### src/rtl/tab_hash_sequencer_pkg.sv
// Shared types and sizing helpers for the tabulation-hash sequencer.
package tab_hash_pkg;

  typedef enum logic [1:0] {
    IDLE   = 2'd0,
    LOOKUP = 2'd1,
    RESP   = 2'd2
  } state_t;

  localparam int CHUNK_BITS_DFLT = 8;

  // Table address is {sub-table select, chunk value}.
  function automatic int addr_width(input int key_bytes, input int chunk_bits);
    return $clog2(key_bytes) + chunk_bits;
  endfunction

endpackage

### src/rtl/tab_hash_sequencer_if.sv
// Request, table-lookup and response bundle of the tabulation-hash sequencer.
interface tab_hash_sequencer_if
  import tab_hash_pkg::*;
#(
  parameter int KEY_BYTES  = 4,
  parameter int DBITS      = 32,
  parameter int CHUNK_BITS = CHUNK_BITS_DFLT
);

  localparam int AW = addr_width(KEY_BYTES, CHUNK_BITS);

  logic [1:0]                       req_valid;
  logic [1:0]                       req_ready;
  logic [2*KEY_BYTES*CHUNK_BITS-1:0] req_key;
  logic                             tbl_rd_en;
  logic [AW-1:0]                    tbl_addr;
  logic [DBITS-1:0]                 tbl_data;
  logic                             rsp_valid;
  logic                             rsp_ready;
  logic [DBITS-1:0]                 rsp_hash;
  logic                             rsp_id;

  modport master (
    input  req_valid, req_key, tbl_data, rsp_ready,
    output req_ready, tbl_rd_en, tbl_addr, rsp_valid, rsp_hash, rsp_id
  );

  modport slave (
    output req_valid, req_key, tbl_data, rsp_ready,
    input  req_ready, tbl_rd_en, tbl_addr, rsp_valid, rsp_hash, rsp_id
  );

endinterface

### src/rtl/tab_hash_sequencer_rr_arbiter2.sv
// Two-way round-robin arbiter, one-hot grant, zero latency; the pointer only
// moves on an accepted grant so a stalled winner keeps its turn.
module rr_arbiter2 (
  input  logic       clk,
  input  logic       rst_n,
  input  logic [1:0] i_req,
  input  logic       i_accept,
  output logic [1:0] o_grant
);

  // 0: requester 0 has priority, 1: requester 1 has priority
  logic r_prio;

  always_comb begin
    o_grant = i_req;
    if (i_req == 2'b11) begin
      o_grant = r_prio ? 2'b10 : 2'b01;
    end
  end

  always_ff @(posedge clk or negedge rst_n) begin
    if (!rst_n) begin
      r_prio <= 1'b0;
    end else if (i_accept) begin
      r_prio <= o_grant[0];
    end
  end

endmodule

### src/rtl/tab_hash_sequencer.sv
// Tabulation hash over KEY_BYTES chunk lookups; response KEY_BYTES edges after
// accept, held until rsp_ready; no new key is accepted until the response drains.
module tab_hash_sequencer
  import tab_hash_pkg::*;
#(
  parameter int KEY_BYTES  = 4,
  parameter int DBITS      = 32,
  parameter int CHUNK_BITS = CHUNK_BITS_DFLT
) (
  input  logic                 clk,
  input  logic                 rst_n,
  tab_hash_sequencer_if.master bus,
  output logic                 busy,
  output logic [15:0]          hash_count
);

  localparam int IW = $clog2(KEY_BYTES);
  localparam int KW = KEY_BYTES * CHUNK_BITS;

  state_t                r_state;
  state_t                w_next;
  logic [1:0]            w_grant;
  logic                  w_accept;
  logic                  w_gid;
  logic                  w_last;
  logic [CHUNK_BITS-1:0] w_chunk;
  logic [DBITS-1:0]      w_acc_nxt;

  logic [KW-1:0]         r_key;
  logic                  r_id;
  logic [IW-1:0]         r_idx;
  logic [DBITS-1:0]      r_acc;
  logic [DBITS-1:0]      r_hash;
  logic                  r_rsp_vld;
  logic [15:0]           r_count;

  rr_arbiter2 u_arb (
    .clk      (clk),
    .rst_n    (rst_n),
    .i_req    (bus.req_valid),
    .i_accept (w_accept),
    .o_grant  (w_grant)
  );

  // rst_n gates the accept so req_ready drops the instant reset asserts.
  assign w_accept  = rst_n && (r_state == IDLE) && (|(w_grant & bus.req_valid));
  assign w_gid     = w_grant[1];
  assign w_last    = (r_idx == IW'(KEY_BYTES - 1));
  assign w_chunk   = r_key[r_idx*CHUNK_BITS +: CHUNK_BITS];
  assign w_acc_nxt = r_acc ^ bus.tbl_data;

  always_ff @(posedge clk or negedge rst_n) begin
    if (!rst_n) begin
      r_state <= IDLE;
    end else begin
      r_state <= w_next;
    end
  end

  always_comb begin
    w_next        = r_state;
    bus.req_ready = '0;
    bus.tbl_rd_en = 1'b0;
    bus.tbl_addr  = '0;
    case (r_state)
      IDLE: begin
        if (w_accept) begin
          bus.req_ready = w_grant;
          w_next        = LOOKUP;
        end
      end
      LOOKUP: begin
        bus.tbl_rd_en = 1'b1;
        bus.tbl_addr  = {r_idx, w_chunk};
        if (w_last) begin
          w_next = RESP;
        end
      end
      RESP: begin
        if (bus.rsp_ready) begin
          w_next = IDLE;
        end
      end
      default: w_next = IDLE;
    endcase
  end

  always_ff @(posedge clk or negedge rst_n) begin
    if (!rst_n) begin
      r_key     <= '0;
      r_id      <= 1'b0;
      r_idx     <= '0;
      r_acc     <= '0;
      r_hash    <= '0;
      r_rsp_vld <= 1'b0;
      r_count   <= '0;
    end else begin
      case (r_state)
        IDLE: begin
          if (w_accept) begin
            r_key <= bus.req_key[w_gid*KW +: KW];
            r_id  <= w_gid;
            r_acc <= '0;
            r_idx <= '0;
          end
        end
        LOOKUP: begin
          r_acc <= w_acc_nxt;
          r_idx <= r_idx + 1'b1;
          if (w_last) begin
            r_hash    <= w_acc_nxt;
            r_rsp_vld <= 1'b1;
          end
        end
        RESP: begin
          if (bus.rsp_ready) begin
            r_rsp_vld <= 1'b0;
            r_count   <= r_count + 16'd1;
          end
        end
        default: ;
      endcase
    end
  end

  assign bus.rsp_valid = r_rsp_vld;
  assign bus.rsp_hash  = r_hash;
  assign bus.rsp_id    = r_id;
  assign busy          = (r_state != IDLE);
  assign hash_count    = r_count;

endmodule

### src/flat_wrapper.sv
// flat-port wrapper written by rule: the top's interface ports become plain ports
module tab_hash_sequencer_flat import tab_hash_pkg::*;
#(
  parameter int KEY_BYTES  = 4,
  parameter int DBITS      = 32,
  parameter int CHUNK_BITS = CHUNK_BITS_DFLT
)
  (clk, rst_n, busy, hash_count, bus_req_valid, bus_req_key, bus_tbl_data, bus_rsp_ready, bus_req_ready, bus_tbl_rd_en, bus_tbl_addr, bus_rsp_valid, bus_rsp_hash, bus_rsp_id);
  tab_hash_sequencer_if #(.KEY_BYTES(KEY_BYTES), .DBITS(DBITS), .CHUNK_BITS(CHUNK_BITS)) bus_i ();
  input  logic clk;
  input  logic rst_n;
  output logic busy;
  output logic [15:0] hash_count;
  input wire logic [$bits(bus_i.req_valid)-1:0] bus_req_valid;
  input wire logic [$bits(bus_i.req_key)-1:0] bus_req_key;
  input wire logic [$bits(bus_i.tbl_data)-1:0] bus_tbl_data;
  input wire logic [$bits(bus_i.rsp_ready)-1:0] bus_rsp_ready;
  output wire logic [$bits(bus_i.req_ready)-1:0] bus_req_ready;
  output wire logic [$bits(bus_i.tbl_rd_en)-1:0] bus_tbl_rd_en;
  output wire logic [$bits(bus_i.tbl_addr)-1:0] bus_tbl_addr;
  output wire logic [$bits(bus_i.rsp_valid)-1:0] bus_rsp_valid;
  output wire logic [$bits(bus_i.rsp_hash)-1:0] bus_rsp_hash;
  output wire logic [$bits(bus_i.rsp_id)-1:0] bus_rsp_id;
  assign bus_i.req_valid = bus_req_valid;
  assign bus_i.req_key = bus_req_key;
  assign bus_i.tbl_data = bus_tbl_data;
  assign bus_i.rsp_ready = bus_rsp_ready;
  assign bus_req_ready = bus_i.req_ready;
  assign bus_tbl_rd_en = bus_i.tbl_rd_en;
  assign bus_tbl_addr = bus_i.tbl_addr;
  assign bus_rsp_valid = bus_i.rsp_valid;
  assign bus_rsp_hash = bus_i.rsp_hash;
  assign bus_rsp_id = bus_i.rsp_id;
  tab_hash_sequencer #(.KEY_BYTES(KEY_BYTES), .DBITS(DBITS), .CHUNK_BITS(CHUNK_BITS)) u_core (.clk(clk), .rst_n(rst_n), .bus(bus_i), .busy(busy), .hash_count(hash_count));
endmodule
### config.mk
export PLATFORM = sky130hd
export DESIGN_NAME = tab_hash_sequencer_flat
export DESIGN_NICKNAME = d
export VERILOG_FILES = /design/src/rtl/tab_hash_sequencer_pkg.sv /design/src/rtl/tab_hash_sequencer_if.sv /design/src/rtl/tab_hash_sequencer_rr_arbiter2.sv /design/src/rtl/tab_hash_sequencer.sv /design/src/flat_wrapper.sv
export SDC_FILE = /design/constraint.sdc
export NUM_CORES = 1
export LEC_CHECK = 0
export CAP_MARGIN = 20
export CORE_MARGIN = 2
export CORE_UTILIZATION = 37
export CTS_BUF_LIST = sky130_fd_sc_hd__clkbuf_8
export CTS_CLUSTER_SIZE = 30
export DETAILED_ROUTE_END_ITERATION = 10
export SLEW_MARGIN = 20
export SYNTH_ARGS = -nofsm -noshare
export SYNTH_HDL_FRONTEND = slang
export SYNTH_SLANG_ARGS = --single-unit
### constraint.sdc
create_clock -name clk -period 2.55 [get_ports clk]
set_clock_uncertainty 0.2 [all_clocks]
set_input_delay 0.51 -clock clk [delete_from_list [all_inputs] [get_ports clk]]
set_output_delay 0.51 -clock clk [all_outputs]
set_load 0.01 [all_outputs]
==> impl_metrics.tcl <==
set metrics [dict create \
    vias_per_cell 4.908 \
    wl_per_cell_um 14.58 \
    grtUsageTotal 0.1723 \
    seqCellArea_mm2 0.002978 \
    syn2layout_area_growth_pct 42.58 \
    crit_start "u_core.r_idx[0]$_DFFE_PN0P_" \
    arrival_ns 1.82 \
    io_buffers 164 \
    postSynth.asyncResetShare 1.000 \
    rsz0062_at_grt "true" \
    syn_avg_cell_area_um2 10.70 \
    p_leak_nw 3.770 \
    synth_top_area_share 0.5242 \
    critical_path_required_ns 1.84 \
    synth_area_mm2 0.005680 \
    hp-class "in -> async" \
    path_cells "buf_4, buf_6, mux4_2, and2_1, buf_2" \
    cpMaxStageDelayCell "mux4_2" \
    hold_violations 0 \
    die_h_um 127.9 \
    core_area_mm2 0.01509 \
    relSlewSlack 0.3830 \
    setup_viol 0 \
    yosys.area.top_type "dfrtp_1" \
    endpoint_kind "output pin" \
    outcome "complete, no violations" \
    ys_seq_area_frac 0.5242 \
    final_util 0.5367 \
    multiInputGateArea_mm2 0.002569 \
    io_pins 165 \
    cp_max_fo 2 \
    grt_pass1_vias 4492 \
    clk_latency_ns 0.43 \
    cts.root.buffer_cell "clkbuf_8" \
    overflow 0 \
    whs_ns 0.1555 \
    nNetsFinal 813 \
    drc 0 \
    synth_edf_count 0 \
    cts.sinks 119 \
    reg2reg_slack_ns 0.44 \
    period_minus_slack_ns 2.535 \
    diodes 0 \
    drtIter0Drc 162 \
    synth_nets 634 \
    drive_above_1_share 0.1272 \
    cts_tree "done" \
    crit-reg2reg-launch "u_core.r_state[0]$_DFFE_PN0P_" \
    wl_mm 13.28 \
    maxCapViolations 0 \
    grt_pass1_wl_mm 22.20 \
    ys_ff_latch 119 \
    fillers 1372 \
    hpwlAfterDp_mm 9.352 \
    yosys_warnings 0 \
    start_util 0.3765 \
    start_kind "register" \
    synth_common_cells "dfrtp_1 (119), o21ai_0 (93), nand2_1 (72)" \
    place_congestion 0.7735 \
    power.density_mw_per_mm2 1098 \
    synth.distinct_cells 34 \
    drt_pass1_iterations 4 \
    tightest_slew_ns 0.9255 \
    period_share 0.9940 \
    synth.area.top_cells "dfrtp_1 (52%), o21ai_0 (8.2%), xnor2_1 (6.3%)" \
    grt_start_max_net_pins 75 \
    placementRows 45 \
    numCtsBuffers 17 \
    vias 4471 \
    synthCells 531 \
    antenna_found_initial 0 \
    die-area_mm2 0.01636 \
    max_freq_mhz 394.5 \
    worstSetupPathType "reg -> out" \
    dieWidth_um 127.9 \
    drtAntennaViolNets 0 \
    cts_hold_buffers 0 \
    path_clk_slew_ns 0.07 \
    synth_most_common_cell "dfrtp_1" \
    cts_buffer_depth 2 \
    htreeDepth 4 \
    ys.flop_type "dfrtp_1" \
    vdd_drop_max_uv 578.5 \
    crit_path_max_incr_delay_ns 0.48 \
    drv_slew 0 \
]
sequential cells by signal, indices dropped and copies added (netlist names):
register              flops
u_core.u_arb.r_prio       1
u_core.r_idx              2
u_core.r_key             32
u_core.bus.rsp_valid      1
u_core.r_state            2
u_core.bus.rsp_hash      32
u_core.bus.rsp_id         1
u_core.hash_count        16
u_core.r_acc             32
cell families after synthesis:
| kind of cell | after synthesis | share of synthesized area |
|---|---|---|
| buf+inv | 37 | 0.03128 |
| xor+xnor | 47 | 0.07247 |
| flops | 119 | 0.5242 |
| mux | 41 | 0.09009 |
| compound gates | 139 | 0.1410 |
| simple gates | 146 | 0.1366 |
| fa+ha+maj | 2 | 0.004405 |
critical path, delay by kind of cell (launching register included):
kind / cells / cell delay [ns]
flip-flops: 1 / 0.40
multiplexers: 1 / 0.48
buffers and inverters: 3 / 0.36
AND/OR/NAND/NOR: 1 / 0.16
stage by stage:
step | power [mW] | worst slack, ns | cells | instance area [um2] | setup TNS (ns)
after detailed placement | 7.072 | -0.3587 | 869 | 7586 | -0.9550
after floorplan | 5.377 | 0.4129 | 531 | 5680 | 0
after global routing | 9.601 | -0.06500 | 911 | 8099 | -0.3072
final | 8.895 | 0.01539 | 911 | 8099 | 0
after CTS | 8.970 | -0.02600 | 909 | 8069 | -0.09988
after global placement | 6.925 | -0.3291 | 869 | 7586 | -0.6006
worst paths after layout:
check,endpoint,depth (start not counted)
setup reg to reg,u_core.r_key[11]$_DFFE_PN0P_,6
setup / recovery,bus_tbl_addr[2],5
min in group clk,u_core.hash_count[15]$_DFFE_PN0P_,1
max in group asynchronous,u_core.r_key[18]$_DFFE_PN0P_,3
hold reg to reg,u_core.hash_count[15]$_DFFE_PN0P_,1
hold / removal,u_core.bus.rsp_hash[11]$_DFFE_PN0P_,2
metal layers:
layer,track usage,up-vias,part of all wire
met2,0.2941,101,0.51
li1,-,2210,-
met3,0.05342,8,0.056
met1,0.2114,2152,0.42
met4,0.04848,0,0.0096
met5,0,-,0
cell type report:
class	instances	share of cell area
timing repair buffer	193	0.2333
clock buffer	20	0.03399
inverter	4	0.002317
clock inverter	12	0.01653
sequential	119	0.3677
multi-input combinational	375	0.3172
tap	188	0.02904
placed cells by master (no fill, tap or decap), types with 4 or more instances in the layout:
master             n
a21o_1            34
and2_1             7
and2_4             4
and4_1             4
buf_12             4
buf_2              6
buf_4             23
buf_6              7
clkbuf_8          20
clkdlybuf4s50_1  150
clkinv_2           5
dfrtp_1          119
inv_1              6
mux2i_1           32
mux4_2             8
nand2_1           71
nand3_1            5
nand4_1            4
nor2_1             6
nor3b_1           32
o21ai_0           93
o21ai_1            9
xnor2_1           41
xor2_1             6
power by group:
group	switching (mW)	internal (mW)
clock network	0.740	1.03
registers	0.533	2.69
logic	1.76	2.14
what timing repair did:
action                                  4_1_cts  5_1_grt
pin swaps                                     7        3
endpoints found under the setup margin       13        7
gates resized for setup                      53        6
setup buffers                                 8        2
Note: power is estimated with default switching activity, not from simulation.
